## src/rtl/uart_tx_fifo_reader.sv

```systemverilog
// uart_tx_fifo_reader: pops bytes from a first-word-fall-through FIFO and serializes them LSB-first on a 16x-tick UART line.
module uart_tx_fifo_reader #(
  parameter int DBIT    = 8,
  parameter int SB_TICK = 16
) (
  input  logic            clk,
  input  logic            reset,
  input  logic            s_tick,
  input  logic            tx_en,
  input  logic            fifo_empty,
  input  logic [DBIT-1:0] fifo_rd_data,
  output logic            fifo_rd,
  output logic            tx,
  output logic            tx_busy,
  output logic            tx_done_tick
);
  localparam int SW = $clog2(SB_TICK);
  typedef enum logic [1:0] {IDLE, START, DATA, STOP} state_t;
  state_t          r_state, w_state_n;
  logic [SW-1:0]   r_s, w_s_n;
  logic [2:0]      r_n, w_n_n;
  logic [DBIT-1:0] r_b, w_b_n;
  logic            r_tx, w_tx_n;
  always_ff @(posedge clk) begin
    if (reset) begin
      r_state <= IDLE;
      r_s     <= '0;
      r_n     <= '0;
      r_b     <= '0;
      r_tx    <= 1'b1;
    end else begin
      r_state <= w_state_n;
      r_s     <= w_s_n;
      r_n     <= w_n_n;
      r_b     <= w_b_n;
      r_tx    <= w_tx_n;
    end
  end
  // s advances only on s_tick and restarts at every state change
  always_comb begin
    w_state_n    = r_state;
    w_s_n        = r_s;
    w_n_n        = r_n;
    w_b_n        = r_b;
    w_tx_n       = r_tx;
    fifo_rd      = 1'b0;
    tx_done_tick = 1'b0;
    case (r_state)
      IDLE: begin
        w_tx_n = 1'b1;
        if (~fifo_empty & tx_en) begin
          fifo_rd   = 1'b1;
          w_b_n     = fifo_rd_data;
          w_s_n     = '0;
          w_state_n = START;
          w_tx_n    = 1'b0;
        end
      end
      START: if (s_tick) begin
        if (r_s == SW'(15)) begin
          w_state_n = DATA;
          w_s_n     = '0;
          w_n_n     = '0;
          w_tx_n    = r_b[0];
        end else w_s_n = r_s + SW'(1);
      end
      DATA: if (s_tick) begin
        if (r_s == SW'(15)) begin
          w_b_n = r_b >> 1;
          w_s_n = '0;
          if (r_n == 3'(DBIT - 1)) begin
            w_state_n = STOP;
            w_tx_n    = 1'b1;
          end else begin
            w_n_n  = r_n + 3'd1;
            w_tx_n = r_b[1];
          end
        end else w_s_n = r_s + SW'(1);
      end
      STOP: if (s_tick) begin
        if (r_s == SW'(SB_TICK - 1)) begin
          w_state_n    = IDLE;
          w_s_n        = '0;
          tx_done_tick = 1'b1;
        end else w_s_n = r_s + SW'(1);
      end
      default: w_state_n = IDLE;
    endcase
  end
  assign tx      = r_tx;
  assign tx_busy = r_state != IDLE;
endmodule
```

## config.mk

```make
export PLATFORM = sky130hd
export DESIGN_NAME = uart_tx_fifo_reader
export DESIGN_NICKNAME = d
export VERILOG_FILES = /design/src/rtl/uart_tx_fifo_reader.sv
export SDC_FILE = /design/constraint.sdc
export NUM_CORES = 1
export LEC_CHECK = 0
export CAP_MARGIN = 20
export CELL_PAD_IN_SITES_DETAIL_PLACEMENT = 1
export CELL_PAD_IN_SITES_GLOBAL_PLACEMENT = 1
export CORE_ASPECT_RATIO = 0.9
export CORE_MARGIN = 2
export CORE_UTILIZATION = 36
export CTS_CLUSTER_DIAMETER = 120
export DETAILED_ROUTE_END_ITERATION = 8
export PLACE_DENSITY_LB_ADDON = 0.25
export SYNTH_ARGS = -nofsm -noshare
export SYNTH_HDL_FRONTEND = slang
export SYNTH_SLANG_ARGS = --single-unit
```

## constraint.sdc

```tcl
create_clock -name clk -period 1.74 [get_ports clk]
set_clock_uncertainty 0.15 [all_clocks]
set_input_delay 0.348 -clock clk [delete_from_list [all_inputs] [get_ports clk]]
set_output_delay 0.348 -clock clk [all_outputs]
set_load 0.02 [all_outputs]
```

# Word level (Yosys, flattened, before mapping)
# Cells that the tools add are included.
[classes] n_mux=35 eq_ne=15 bitwise_logic=2 reduce_logical=11 add_sub_neg=2
[ops] operator="$mux W8" n=3
[ops] operator="$ne A2 B2 Y1 const B" n=9
[ops] operator="$mux W2" n=8
[ops] operator="$pmux W8 S2" n=1
[ops] operator="$mux W3" n=5
[ops] operator="$mux W4" n=3
[ops] operator="$mux W1" n=11
[ops] operator="$pmux W2 S4" n=1
[ops] operator="$pmux W4 S2" n=1
[ops] operator="$reduce_and A8 Y1" n=1
[ops] operator="$pmux W3 S2" n=1
[ops] operator="$reduce_and A6 Y1" n=1
[ops] operator="$reduce_bool A2 Y1" n=3
[ops] operator="$reduce_and A5 Y1" n=1
[ops] operator="$add A4 B1 Y4 const B" n=1
[ops] operator="$eq A2 B2 Y1 const B" n=2
[ops] operator="$eq A4 B4 Y1 const B" n=1
[ops] operator="$reduce_and A4 Y1" n=1
[ops] operator="$add A3 B1 Y3 const B" n=1
[ops] operator="$eq A3 B3 Y1 const B" n=1
[ops] operator="$pmux W1 S3" n=1
[ops] operator="$reduce_bool A3 Y1" n=1
[ops] operator="$reduce_or A3 Y1" n=1
[ops] operator="$eq A2 B1 Y1 const B" n=1
[ops] operator="5 further kinds" n=5
[word_totals] wordCells=70 out_inout_bits=4 reg_bits=18

# Logic depth before layout (Yosys ltp)
[logic_depth] word_depth=5 ltp_mapped=7 depth_no_buf=6

# Least setup slack after synthesis
# OpenSTA, ideal clock, no wires.
[synth_timing] path_type="register to register" start="register r_state[0]" end="register r_state[0]" arrival_time_ps=1611 setup_ps=72 required_time_ps=1518 period_less_slack_ps=1833 stages_incl_launch_ff=8 slack_ps=-93 path_cell_list="dfxtp_1 -> inv_1 -> ha_1 -> buf_2 -> nor2_1 -> o21ai_1 -> a2111oi_4 -> mux2i_1"
[synth_between] elab_chain_cells=3 word_cells_on_any_way=14 classes_between="eq/ne (11); mux (1); reduce/logical (2)"
[synth_lines] item="from (decl)" line="19" text="state_t r_state, w_state_n;"
[synth_lines] item="from (signal assigned)" line="32" text="r_state <= w_state_n;"
[synth_lines] item="$eq A2 B2 Y1, or another cell as far along" line="48" text="case (r_state)"
[synth_lines] item="$ne A2 B2 Y1 (no source line)"
[synth_lines] item="$reduce_and A8 Y1 (no source line)"
# Several ways; a longest one is shown, not always the timed one.
# A chain may end at the register's enable or synchronous reset.

# Worst setup path in the final report
[layout_timing] start="register r_state[0]" end="register r_n[0]"
[layout_between] elab_chain_cells=3 word_cells_on_any_way=10 classes_between="eq/ne (7); mux (1); reduce/logical (2)"
[layout_lines] item="$eq A2 B2 Y1 / $eq A2 B1 Y1 (equally long branches)" line="48"
[layout_lines] item="$ne A2 B2 Y1 (no source line) / $reduce_bool A2 Y1 (equally long branches)"
[layout_lines] item="$reduce_and A6 Y1 (no source line)"
[layout_lines] item="to (signal assigned)" line="34" text="r_n <= w_n_n;"
[layout_lines] item="to (decl)" line="21" text="logic [2:0] r_n, w_n_n;"
# Several ways; a longest one is shown, not always the timed one.

==> results.txt <==
- The run finished, with violations left.
- The final reports fail on negative setup slack.
* Avg Inst Size Synth: 9.40 um2
- Setup tns final: -0.428 ns
* Number of buffers inserted during clock tree synthesis: 3
- Summing all non-filler instances in the final layout gives an area of 1810 um2.
- Cells with a size suffix above 1 make up between 40% and 50% of the layout.
* Buffer cell driving the clock tree root: clkbuf_4
- After layout, the worst path uses 107% of the clock period.
- The die is 56.9 um tall.
* Endpoint of the worst-slack reg-to-reg timing path: r_n[0]
- The worst setup path is of the register to register kind.
* Pwr/cell area: 1410 nW/um2
* Unrepaired setup endpoints after global routing: yes
- The hold violation total from the final report came to 0.
* Die span in x: roughly 63 um
- Post-detailed-routing wire length: 3510 um
- For met2 alone, demand over resource in global routing was 42.9%.
- In this run, synthesis produced a sequential element count of 18.
* Async SR Flop Fraction: 0%
- STA puts the critical path data required time at 1.83 ns.
- Number of nets in the finished design: 196
- Once placement finished, the instance area stood at 1560 um2.
* Routed wire length per instance: 16.5 um
- Vias after detailed routing: around 1,100
* Number of top-level pins: 17
* Congestion Overflow GR: 0
- Total power draw: 2550 uW
- Count of input and output buffers: 16
- Post-synth EDFFs: 0
- Global-route wire length before repair: 5910 um
- The tightest min-delay check is of the register to register type.
* Number of max-slew violations in the final report: 0
- Entering global routing, the biggest net connects 17 pins.
* Global-route track usage on met1: 23.3%
- The congestion estimate from routability-driven global placement came to 0.822.
- Counting the fill cells in the layout gives 352.
* Cells on worst reg2reg path: 8
* Post-route ant nets: 0
* HPWL after detailed placement: 2360 um
* FMAX: 536 MHz
* Number of antenna violations at the first check in global routing: 0
- Flip-flop cell with the highest count after synthesis: dfxtp_1
* Met3 track demand over resource in global routing: 3.01%
- Number of violations of the max-capacitance limit: 0
- The critical path starts at r_state[0].
- Setup violations remaining at the end of the flow were counted as 11.
- In this run the tightest slew margin relative to its limit is 72.9%.
* Total GRT Usage: 21.7%
* Starting density of the core: 37.0%
* Worst r2r src: r_state[0]
- Leakage Power: roughly 0.00074 uW
* Global-route layer with the greatest usage: met2
- Following the worst setup path forward leads to its endpoint at r_n[0].
- Maximum clock path buffer count: 2
* DRC violations left: 0
- CTS built an H-tree with a depth of 1.
- Dividing the detail-routed via count by the number of cells gives 5.14.
* Nature of the critical path endpoint: register
- Number of detailed-routing iterations run before antenna repair: 3
* Later-pin clock latency in the skew report: 0.30 ns
- Across all register-to-register paths, the minimum setup slack is -0.12 ns.
* Ant. Diodes: 0
- Worst voltage drop across the vdd grid: 0.598 mV
* Largest fanout of any net on the critical path: 4
- For this design, the CTS-stage hold fixing added 0 buffers.
- Cell count after synthesis: 119
- The total area inside the core boundary comes to between 3000 and 4000 um2.
* Row Count: 19
- Die outline area: 3570 um2
- Netlist Area Pre-Place: ~1100 um2
* Number of different library cells in the post-synthesis netlist: 36
- Sequential cells were found to cover roughly a third of the synthesized design area.
- Startpoint type of the worst setup path: register
- After layout, the minimum clock period comes to 1.86 ns.
- The worst hold path passes through 2 cells.
- Nets in the synthesized netlist: between 100 and 150
* Post-route worst setup slack: -0.125 ns
- After the first detailed-routing iteration, the DRC count stood at 30.
- The Yosys step of the flow raised 0 warnings.
* Via count of the first global-routing pass: roughly 1,200
- The area growth from synthesis to layout is 62.0%.
* # clock sinks: 18
- TritonCTS built the clock tree.
* Data arrival time of the worst path: 1.95 ns
* Clock input transition at the sequential cells of the worst setup and hold paths: roughly 0.10 ns
* Worst-margin pin slew: 0.406 ns
* Launch instance of the worst min-delay path: r_n[0]
[cells in the final DEF, fill, tap and decap left out, types with 2 or more instances in the layout]
cell | synthesis | routed
a21oi_1 | 12 | 10
a21oi_2 | 1 | 3
a311oi_1 | 6 | 5
a311oi_2 | 1 | 2
a31o_2 | 2 | 2
and2_1 | 3 | 2
and3_4 | 0 | 2
buf_12 | 0 | 2
buf_4 | 0 | 33
buf_6 | 1 | 6
clkbuf_4 | 0 | 3
clkdlybuf4s50_1 | 0 | 12
dfxtp_1 | 18 | 14
dfxtp_2 | 0 | 4
ha_1 | 10 | 4
ha_4 | 0 | 5
inv_1 | 4 | 2
inv_2 | 0 | 2
mux2i_1 | 9 | 9
nand2_1 | 8 | 8
nand2b_1 | 3 | 2
nand3_1 | 3 | 3
nor2_1 | 5 | 2
nor2_2 | 0 | 2
nor3_2 | 0 | 2
o21ai_0 | 4 | 3
xor2_1 | 2 | 2
[final cells by class]
cell class                      instances  area, um2  area share, %
Timing Repair Buffer                   55        489           27.0
Tap cell                               42       52.6           2.90
Sequential cell                        18        365           20.2
Inverter                                4       15.0          0.829
Multi-Input combinational cell         91        867           47.9
Clock buffer                            3       22.5           1.24
[Yosys cell counts (3+ instances only)]
cell | n | area share, %
a21oi_1 | 12 | 5.4
a311oi_1 | 6 | 4.7
and2_1 | 3 | 1.7
buf_2 | 3 | 1.3
dfxtp_1 | 18 | 32
ha_1 | 10 | 11
inv_1 | 4 | 1.3
mux2i_1 | 9 | 8.1
nand2_1 | 8 | 2.7
nand2b_1 | 3 | 1.7
nand3_1 | 3 | 1.3
nor2_1 | 5 | 1.7
nor3_1 | 3 | 1.3
o21ai_0 | 4 | 1.8
[flip-flops by register name (all words and copies together) (netlist names)]
register / flops
r_b: 8
r_n: 3
r_s: 4
r_state: 2
tx: 1
[cell families after synthesis]
kind of cell    Yosys count  synth area share (%)
flops                    18                  32.2
simple gates             34                  16.6
xor+xnor                  2                  1.57
fa+ha+maj                10                  11.2
buf+inv                  10                  4.36
compound gates           35                  24.0
mux                      10                  10.1
[metrics by stage]
step / worst slack [ns] / utilization, % / cells / hold WS [ns]
3_5_place_dp: -0.423 / 51.7 / 202 / 0.333
2_1_floorplan: 0.00240 / - / 119 / 0.300
5_1_grt: -0.181 / 60.0 / 213 / 0.395
6_report: -0.125 / 60.0 / 213 / 0.357
3_3_place_gp: -0.372 / 51.7 / 202 / 0.316
4_1_cts: -0.107 / 57.8 / 211 / 0.349
[critical path, stage by stage, from the launching register on]
cell and delay [ns]:
dfxtp_2 0.38, inv_2 0.05, buf_6 0.13, ha_4 0.18
o21bai_4 0.18, buf_6 0.12, o221ai_2 0.08, or3b_4 0.39
a21oi_2 0.15
[how the worst min path moves through the flow]
stage | to | slack, ns
after floorplan | r_n[0] | 0.30
after global placement | r_n[0] | 0.32
after detailed placement | r_n[0] | 0.33
after CTS | r_n[0] | 0.35
after global routing | r_n[0] | 0.40
final | r_n[0] | 0.36
[timing repair]
item                                    in CTS  in global routing
setup buffers                                6                  2
resized for setup                           41                 16
pin swaps                                    6                 11
endpoints found under the setup margin      18                 20
[report_power, final]
part	switching (uW)	internal, uW
Clock	135	80.7
Sequential	64.3	516
Combinational	846	905
[routing by layer]
layer	vias up	part of all wire [%]
li1	545	-
met1	527	40
met2	16	57
met3	6	2.1
met4	0	1.5
met5	-	0
Note: power is estimated with default switching activity, not from simulation.
